File: src/rtl/can_rx_deframer_if.sv
// Bus-side signals of the CAN 2.0A receive deframer: serial bit in, ACK slot drive,
// and the host-facing frame outputs.
interface can_rx_deframer_if #(
    parameter int unsigned MAX_BYTES = 8
);
    logic       bit_in;
    logic       ack_out;
    logic       RX_BUSY;
    logic       RX_VALID;
    logic       RX_ERR;
    logic [1:0] RX_ERR_CODE;
    logic [10:0] RX_ID;
    logic [3:0] RX_DLC;
    logic [7:0] RX_DATA [MAX_BYTES-1:0];
    logic       RX_RTR;

    modport master (
        output bit_in,
        input  ack_out, RX_BUSY, RX_VALID, RX_ERR, RX_ERR_CODE,
        input  RX_ID, RX_DLC, RX_DATA, RX_RTR
    );

    modport slave (
        input  bit_in,
        output ack_out, RX_BUSY, RX_VALID, RX_ERR, RX_ERR_CODE,
        output RX_ID, RX_DLC, RX_DATA, RX_RTR
    );
endinterface

File: src/rtl/can_rx_deframer.sv
// CAN 2.0A base-frame receiver: destuffs, checks CRC-15 and fixed-form bits, drives the
// ACK slot and hands ID/DLC/payload to the host with one-cycle valid/error strobes.
module can_rx_deframer #(
    parameter int unsigned MAX_BYTES = 8,
    parameter int unsigned IDLE_BITS = 11
) (
    input logic              clk,
    input logic              rst,
    can_rx_deframer_if.slave bus
);
    localparam int unsigned IW      = $clog2(IDLE_BITS + 1);
    localparam logic [3:0]  MAX_DLC = 4'(MAX_BYTES);

    typedef enum logic [3:0] {
        S_IDLE, S_ID, S_CTRL, S_DATA, S_CRC,
        S_CRC_DEL, S_ACK, S_ACK_DEL, S_EOF, S_WAIT_IDLE
    } state_t;

    state_t        state_q;
    logic [2:0]    run_q;
    logic          prev_q;
    logic [14:0]   crc_q;
    logic [13:0]   crc_rx_q;
    logic          crc_ok_q;
    logic [5:0]    cnt_q;
    logic [IW-1:0] idle_q;
    logic [10:0]   id_q;
    logic          rtr_q;
    logic [3:0]    dlc_q;
    logic [2:0]    last_byte_q;
    logic [7:0]    data_q [MAX_BYTES-1:0];

    logic          in_stuff;
    logic          stuff_slot;
    logic [14:0]   crc_d;
    logic [3:0]    dlc_d;
    logic [3:0]    nbytes;
    logic [1:0]    err_d;

    always_comb begin
        in_stuff   = state_q inside {S_ID, S_CTRL, S_DATA, S_CRC};
        stuff_slot = in_stuff && (run_q == 3'd5);
        crc_d      = {crc_q[13:0], 1'b0} ^ ((bus.bit_in ^ crc_q[14]) ? 15'h4599 : 15'h0000);
        dlc_d      = {dlc_q[2:0], bus.bit_in};
        if (rtr_q)                nbytes = '0;
        else if (dlc_d > MAX_DLC) nbytes = MAX_DLC;
        else                      nbytes = dlc_d;

        // 1 = stuff, 2 = CRC, 3 = form; a stuff slot masks every other check
        err_d = 2'd0;
        if (stuff_slot) begin
            if (bus.bit_in == prev_q) err_d = 2'd1;
        end else begin
            case (state_q)
                S_CTRL:           if ((cnt_q == 6'd1 || cnt_q == 6'd2) && bus.bit_in) err_d = 2'd3;
                S_CRC_DEL, S_EOF: if (!bus.bit_in) err_d = 2'd3;
                S_ACK_DEL: begin
                    if (!crc_ok_q)        err_d = 2'd2;
                    else if (!bus.bit_in) err_d = 2'd3;
                end
                default: ;
            endcase
        end
    end

    always_ff @(posedge clk or posedge rst) begin
        if (rst) begin
            state_q         <= S_IDLE;
            run_q           <= '0;
            prev_q          <= 1'b1;
            crc_q           <= '0;
            crc_rx_q        <= '0;
            crc_ok_q        <= 1'b0;
            cnt_q           <= '0;
            idle_q          <= '0;
            id_q            <= '0;
            rtr_q           <= 1'b0;
            dlc_q           <= '0;
            last_byte_q     <= '0;
            bus.ack_out     <= 1'b1;
            bus.RX_BUSY     <= 1'b0;
            bus.RX_VALID    <= 1'b0;
            bus.RX_ERR      <= 1'b0;
            bus.RX_ERR_CODE <= '0;
            bus.RX_ID       <= '0;
            bus.RX_DLC      <= '0;
            bus.RX_RTR      <= 1'b0;
            for (int unsigned i = 0; i < MAX_BYTES; i++) begin
                data_q[i]      <= '0;
                bus.RX_DATA[i] <= '0;
            end
        end else begin
            bus.RX_VALID <= 1'b0;
            bus.RX_ERR   <= 1'b0;
            if (err_d != 2'd0) begin
                state_q         <= S_WAIT_IDLE;
                idle_q          <= '0;
                bus.RX_ERR      <= 1'b1;
                bus.RX_ERR_CODE <= err_d;
            end else if (stuff_slot) begin
                run_q  <= 3'd1;
                prev_q <= bus.bit_in;
            end else begin
                if (in_stuff) begin
                    run_q  <= (bus.bit_in == prev_q) ? run_q + 3'd1 : 3'd1;
                    prev_q <= bus.bit_in;
                end
                case (state_q)
                    S_IDLE: if (!bus.bit_in) begin
                        // SOF is the first stuffed bit; CRC of a leading 0 from 0 stays 0
                        state_q     <= S_ID;
                        bus.RX_BUSY <= 1'b1;
                        run_q       <= 3'd1;
                        prev_q      <= 1'b0;
                        crc_q       <= '0;
                        cnt_q       <= '0;
                        for (int unsigned i = 0; i < MAX_BYTES; i++) data_q[i] <= '0;
                    end
                    S_ID: begin
                        crc_q <= crc_d;
                        id_q  <= {id_q[9:0], bus.bit_in};
                        cnt_q <= cnt_q + 6'd1;
                        if (cnt_q == 6'd10) begin
                            state_q <= S_CTRL;
                            cnt_q   <= '0;
                        end
                    end
                    S_CTRL: begin
                        crc_q <= crc_d;
                        cnt_q <= cnt_q + 6'd1;
                        if (cnt_q == 6'd0) rtr_q <= bus.bit_in;
                        if (cnt_q >= 6'd3) dlc_q <= dlc_d;
                        if (cnt_q == 6'd6) begin
                            cnt_q       <= '0;
                            last_byte_q <= 3'(nbytes - 4'd1);
                            state_q     <= (nbytes == 4'd0) ? S_CRC : S_DATA;
                        end
                    end
                    S_DATA: begin
                        crc_q                <= crc_d;
                        data_q[cnt_q[5:3]]   <= {data_q[cnt_q[5:3]][6:0], bus.bit_in};
                        cnt_q                <= cnt_q + 6'd1;
                        if (cnt_q == {last_byte_q, 3'b111}) begin
                            cnt_q   <= '0;
                            state_q <= S_CRC;
                        end
                    end
                    S_CRC: begin
                        crc_rx_q <= {crc_rx_q[12:0], bus.bit_in};
                        cnt_q    <= cnt_q + 6'd1;
                        if (cnt_q == 6'd14) begin
                            crc_ok_q <= ({crc_rx_q, bus.bit_in} == crc_q);
                            cnt_q    <= '0;
                            state_q  <= S_CRC_DEL;
                        end
                    end
                    S_CRC_DEL: begin
                        if (crc_ok_q) bus.ack_out <= 1'b0;
                        state_q <= S_ACK;
                    end
                    S_ACK: begin
                        bus.ack_out <= 1'b1;
                        state_q     <= S_ACK_DEL;
                    end
                    S_ACK_DEL: begin
                        cnt_q   <= '0;
                        state_q <= S_EOF;
                    end
                    S_EOF: begin
                        cnt_q <= cnt_q + 6'd1;
                        if (cnt_q == 6'd6) begin
                            state_q      <= S_IDLE;
                            bus.RX_BUSY  <= 1'b0;
                            bus.RX_VALID <= 1'b1;
                            bus.RX_ID    <= id_q;
                            bus.RX_DLC   <= dlc_q;
                            bus.RX_RTR   <= rtr_q;
                            for (int unsigned i = 0; i < MAX_BYTES; i++) bus.RX_DATA[i] <= data_q[i];
                        end
                    end
                    S_WAIT_IDLE: begin
                        if (!bus.bit_in) begin
                            idle_q <= '0;
                        end else if (idle_q == IW'(IDLE_BITS - 1)) begin
                            state_q     <= S_IDLE;
                            bus.RX_BUSY <= 1'b0;
                        end else begin
                            idle_q <= idle_q + IW'(1);
                        end
                    end
                    default: state_q <= S_IDLE;
                endcase
            end
        end
    end
endmodule

File: src/flat_wrapper.sv
// flat-port wrapper written by rule: the top's interface ports become plain ports
module can_rx_deframer_flat 
#(
    parameter int unsigned MAX_BYTES = 8,
    parameter int unsigned IDLE_BITS = 11
)
  (clk, rst, bus_bit_in, bus_ack_out, bus_RX_BUSY, bus_RX_VALID, bus_RX_ERR, bus_RX_ERR_CODE, bus_RX_ID, bus_RX_DLC, bus_RX_DATA, bus_RX_RTR);
  can_rx_deframer_if #(.MAX_BYTES(MAX_BYTES)) bus_i ();
  input logic clk;
  input logic rst;
  input wire logic [$bits(bus_i.bit_in)-1:0] bus_bit_in;
  output wire logic [$bits(bus_i.ack_out)-1:0] bus_ack_out;
  output wire logic [$bits(bus_i.RX_BUSY)-1:0] bus_RX_BUSY;
  output wire logic [$bits(bus_i.RX_VALID)-1:0] bus_RX_VALID;
  output wire logic [$bits(bus_i.RX_ERR)-1:0] bus_RX_ERR;
  output wire logic [$bits(bus_i.RX_ERR_CODE)-1:0] bus_RX_ERR_CODE;
  output wire logic [$bits(bus_i.RX_ID)-1:0] bus_RX_ID;
  output wire logic [$bits(bus_i.RX_DLC)-1:0] bus_RX_DLC;
  output wire logic [$bits(bus_i.RX_DATA)-1:0] bus_RX_DATA;
  output wire logic [$bits(bus_i.RX_RTR)-1:0] bus_RX_RTR;
  assign bus_i.bit_in = bus_bit_in;
  assign bus_ack_out = bus_i.ack_out;
  assign bus_RX_BUSY = bus_i.RX_BUSY;
  assign bus_RX_VALID = bus_i.RX_VALID;
  assign bus_RX_ERR = bus_i.RX_ERR;
  assign bus_RX_ERR_CODE = bus_i.RX_ERR_CODE;
  assign bus_RX_ID = bus_i.RX_ID;
  assign bus_RX_DLC = bus_i.RX_DLC;
  assign bus_RX_DATA = {>>{bus_i.RX_DATA}};
  assign bus_RX_RTR = bus_i.RX_RTR;
  can_rx_deframer #(.MAX_BYTES(MAX_BYTES), .IDLE_BITS(IDLE_BITS)) u_core (.clk(clk), .rst(rst), .bus(bus_i));
endmodule
File: config.mk
export PLATFORM = sky130hd
export DESIGN_NAME = can_rx_deframer_flat
export DESIGN_NICKNAME = d
export VERILOG_FILES = /design/src/rtl/can_rx_deframer_if.sv /design/src/rtl/can_rx_deframer.sv /design/src/flat_wrapper.sv
export SDC_FILE = /design/constraint.sdc
export NUM_CORES = 1
export LEC_CHECK = 0
export BUFFER_PORTS_ARGS = -buffer_cell sky130_fd_sc_hd__buf_2
export CAP_MARGIN = 10
export CELL_PAD_IN_SITES_DETAIL_PLACEMENT = 1
export CELL_PAD_IN_SITES_GLOBAL_PLACEMENT = 1
export CORE_MARGIN = 4
export CORE_UTILIZATION = 36
export DETAILED_ROUTE_END_ITERATION = 10
export HOLD_SLACK_MARGIN = 0.02
export PLACE_DENSITY_LB_ADDON = 0.2
export SYNTH_ARGS = -nofsm -noshare
export SYNTH_HDL_FRONTEND = slang
export SYNTH_SLANG_ARGS = --single-unit
export TNS_END_PERCENT = 30
File: constraint.sdc
create_clock -name clk -period 8.3 [get_ports clk]
set_input_delay 0.83 -clock clk [delete_from_list [all_inputs] [get_ports clk]]
set_output_delay 0.83 -clock clk [all_outputs]
set_load 0.05 [all_outputs]
==> results.md <==
* Crit-path leading delay family: simple AND/OR/NAND/NOR gates
* Syn nets at roughly 780
* Final Hold Vio Count at 0
* Critical Path Fanout Max at 49
* Critical Path Source Type: flip-flop
* Setup repair bufs after CTS at 0
* Gpl congestion at 0.767
* Grt ovf at 0
* DRC at 0
* Min-Delay Path Class: input pin to async pin
* Fmax at about 270 MHz
* Slew margin rel. at 0.376
* Hold buffers post-CTS at 0
* Critical Path AT at 4.06 ns
* Register area share after synthesis at 0.566
* Clk slew on worst S/H paths at 0.07 ns
* Synth area leaders: dfrtp_1 (56%), mux2_2 (13%), a22o_1 (6.1%)
* Yosys cell types at 68
* CP Capture Type: flip-flop
* Reg area at 0.00543 sq mm
* Final min period at 3.67 ns
* Mapped Area at 0.00960 sq mm
* # port buffers at 88
* Most frequent cells in the layout: dfrtp_1 (215), mux2_2 (113), buf_2 (88)
* Antenna-violating nets left at 0
* HPWL Detailed at 15.5 mm
* Psw at 852 uW
* Int Pwr at 1.94 mW
* Reg2reg path depth at 7
* R2R setup slack at approximately 4.6 ns
* CTS resizes at 0
* Layout fillers at 2783
* Worst path slowest cell: dfrtp_1
* Final WL at 23.2 mm
* Vert. Die Dim at ~170 um
* CTS root buf: clkbuf_16
* CTS H-tree lvls at 1
* Final #Nets at 863
* Prevailing post-synth register cell: dfrtp_1
* RR Endpoint: u_core.bus.RX_ID[6]$_DFFE_PP0P_
* CTS Buffer Depth at 3
* Post-Syn Instances at ~770
* Area delta synth->final at 15.3%
* Core Footprint at 0.0261 sq mm
* Ports at 89
* Multi-input combinational cell area at just under 0.004 sq mm
* Setup TNS at 0 ns
* Clock Sinks at 217
* Synth area leader: dfrtp_1
* Sw frac at 0.305
* Clock buffer count from CTS at 24
* Ys async rst share at 1.00
* Top cell by count, worst path: buf_4
* Status: finished clean
* Antenna violations before repair at 0
* Worst path max stage delay at 0.68 ns
* Most common cell after layout, fill and taps aside: dfrtp_1
* First-pass detailed-route iteration total at 4
* Warnings, synthesis at 0
* Clock Power Share at 0.381
* Die W at 171 um
* Sequential Power Share at 0.432
* Clk_skew at 0.0197 ns
* Initial DRC Count at between 400 and 500
* Fin. max-slew vios at 0
* Combinational power share at 0.187
* Final Core Density at 0.423
* CP bufs+invs at 2
* Total number of vias at 6365
* DR WL/cell at 19.3 um
* Synth top area share at 0.561
* Syn avg cell area at 12.5 sq um
* Die ar. at 0.0293 sq mm
* ANT cells at 0
* Post-synth EDFFs at 0
* Initial Util at 0.367
* Vias in the first global route at just under 7000
* CTS tree: yes
* Synth Register Bits at roughly 220
* Pwr Density at 253 mW/mm^2
* Fin crit share at 0.442
* Vias per Instance at about 5.3
* Layout cells sized above 1 at 0.304
* Clk Latency, worst-skew pair at 0.53 ns
* Tot GR Track Use at 0.160
* Count of final setup violators at 0
* Maximum Capacitance Violations at 0
* Row count at slightly below 60
* Setup CP Type: flip-flop to flip-flop
* CP Cell Sequence: or4_4 > nor4_4 > nor4_2 > buf_4 > nand3_4 > buf_4 > mux2_2
* WP data required at 8.70 ns
* Unrepaired setup endpoints after global routing: no
* First-pass GRT wire length at approximately 38 mm
* Worst r2r src: u_core.cnt_q[4]$_DFFE_PP0P_
* P_leak at 5.58 nW
* Largest net degree at the start of global routing at 80
* Max IR drop VDD at roughly 140 uV
* Worst Tran Pin Value at 0.936 ns
## cell usage after synthesis, drive strengths merged (3+ instances only)
cell type  instances
or3                3
a22oi              7
nand4              4
clkbuf            14
inv               13
ha                 9
o21bai             3
mux2             118
nor2b              7
o31ai              8
nand2             55
nand2b             6
mux2i              3
a22o              67
o22ai              3
nor3              16
o21a               3
buf               24
a21oi             17
o21ai             31
a21o               4
nor4               7
nand3             17
xnor2              7
o211ai             3
nor2              42
o41ai              5
a31oi              5
dfrtp            215
xor2              19
or4                3
## logic make-up after synthesis
| family | count (synthesis) | synth area share |
|---|---|---|
| adder cells (fa/ha/maj) | 9 | 0.0117 |
| XOR/XNOR | 26 | 0.0237 |
| buffers and inverters | 53 | 0.0308 |
| multiplexers | 121 | 0.142 |
| flip-flops | 217 | 0.566 |
| AND/OR/NAND/NOR | 173 | 0.0922 |
| AO/OA/AOI/OAI | 170 | 0.134 |
## registers in the layout, indices dropped and copies added (netlist names), 2 cells and up
| register | count |
|---|---|
| u_core.cnt_q | 6 |
| u_core.bus.RX_ERR_CODE | 2 |
| u_core.dlc_q | 4 |
| u_core.crc_q | 15 |
| u_core.bus.RX_DLC | 4 |
| u_core.data_q | 64 |
| u_core.bus.RX_DATA | 64 |
| u_core.idle_q | 4 |
| u_core.crc_rx_q | 14 |
| u_core.bus.RX_ID | 11 |
| u_core.state_q | 4 |
| u_core.last_byte_q | 3 |
| u_core.id_q | 11 |
| u_core.run_q | 3 |
## metal layers
metal,wire [um],global-route usage,part of all wire,vias up
met2,11600,0.279,0.50,101
li1,-,-,-,2985
met1,10400,0.215,0.45,3252
met5,0,0,0,-
met4,452,0.0351,0.019,0
met3,773,0.0218,0.033,27
## worst max-delay path by stage
stage / from / end / slack (ns) / cells after the start
global route: u_core.cnt_q[4]$_DFFE_PP0P_ / u_core.bus.RX_ID[6]$_DFFE_PP0P_ / 4.43 / 7
CTS: u_core.cnt_q[4]$_DFFE_PP0P_ / u_core.bus.RX_ID[6]$_DFFE_PP0P_ / 4.60 / 7
detailed placement: bus_bit_in / u_core.bus.RX_DATA[60]$_DFFE_PP0P_ / 4.52 / 8
floorplan: rst / u_core.bus.RX_BUSY$_DFFE_PP0P_ / 1.54 / 1
finish: u_core.cnt_q[4]$_DFFE_PP0P_ / u_core.bus.RX_ID[6]$_DFFE_PP0P_ / 4.63 / 7
global placement: bus_bit_in / u_core.bus.RX_ID[2]$_DFFE_PP0P_ / 4.61 / 8
## final cells by class
class                      instances  share of cell area
clock inverter                    11              0.0109
multi-input combinational        499               0.350
inverter                          15             0.00577
sequential                       217               0.491
clock buffer                      32              0.0606
timing repair buffer              94              0.0439
tap                              335              0.0379
## power by group through the flow
stage               Clock, mW  Sequential [mW]  Combinational [mW]
global placement            0             1.22               0.520
global route             1.15             1.22               0.590
CTS                      1.10             1.21               0.530
finish                   1.07             1.21               0.523
detailed placement          0             1.22               0.527
floorplan                   0             1.19               0.429
## through the flow
stage | hold WS, ns | power [mW] | std cells | setup slack [ns] | area (sq um)
2_1_floorplan | 0.443 | 1.62 | 769 | 1.54 | 9600
3_3_place_gp | 0.469 | 1.74 | 1160 | 4.61 | 10300
3_5_place_dp | 0.475 | 1.75 | 1160 | 4.52 | 10300
4_1_cts | 0.388 | 2.84 | 1203 | 4.60 | 11100
5_1_grt | 0.422 | 2.96 | 1203 | 4.43 | 11100
6_report | 0.380 | 2.79 | 1203 | 4.63 | 11100
Note: power is estimated with default switching activity, not from simulation.
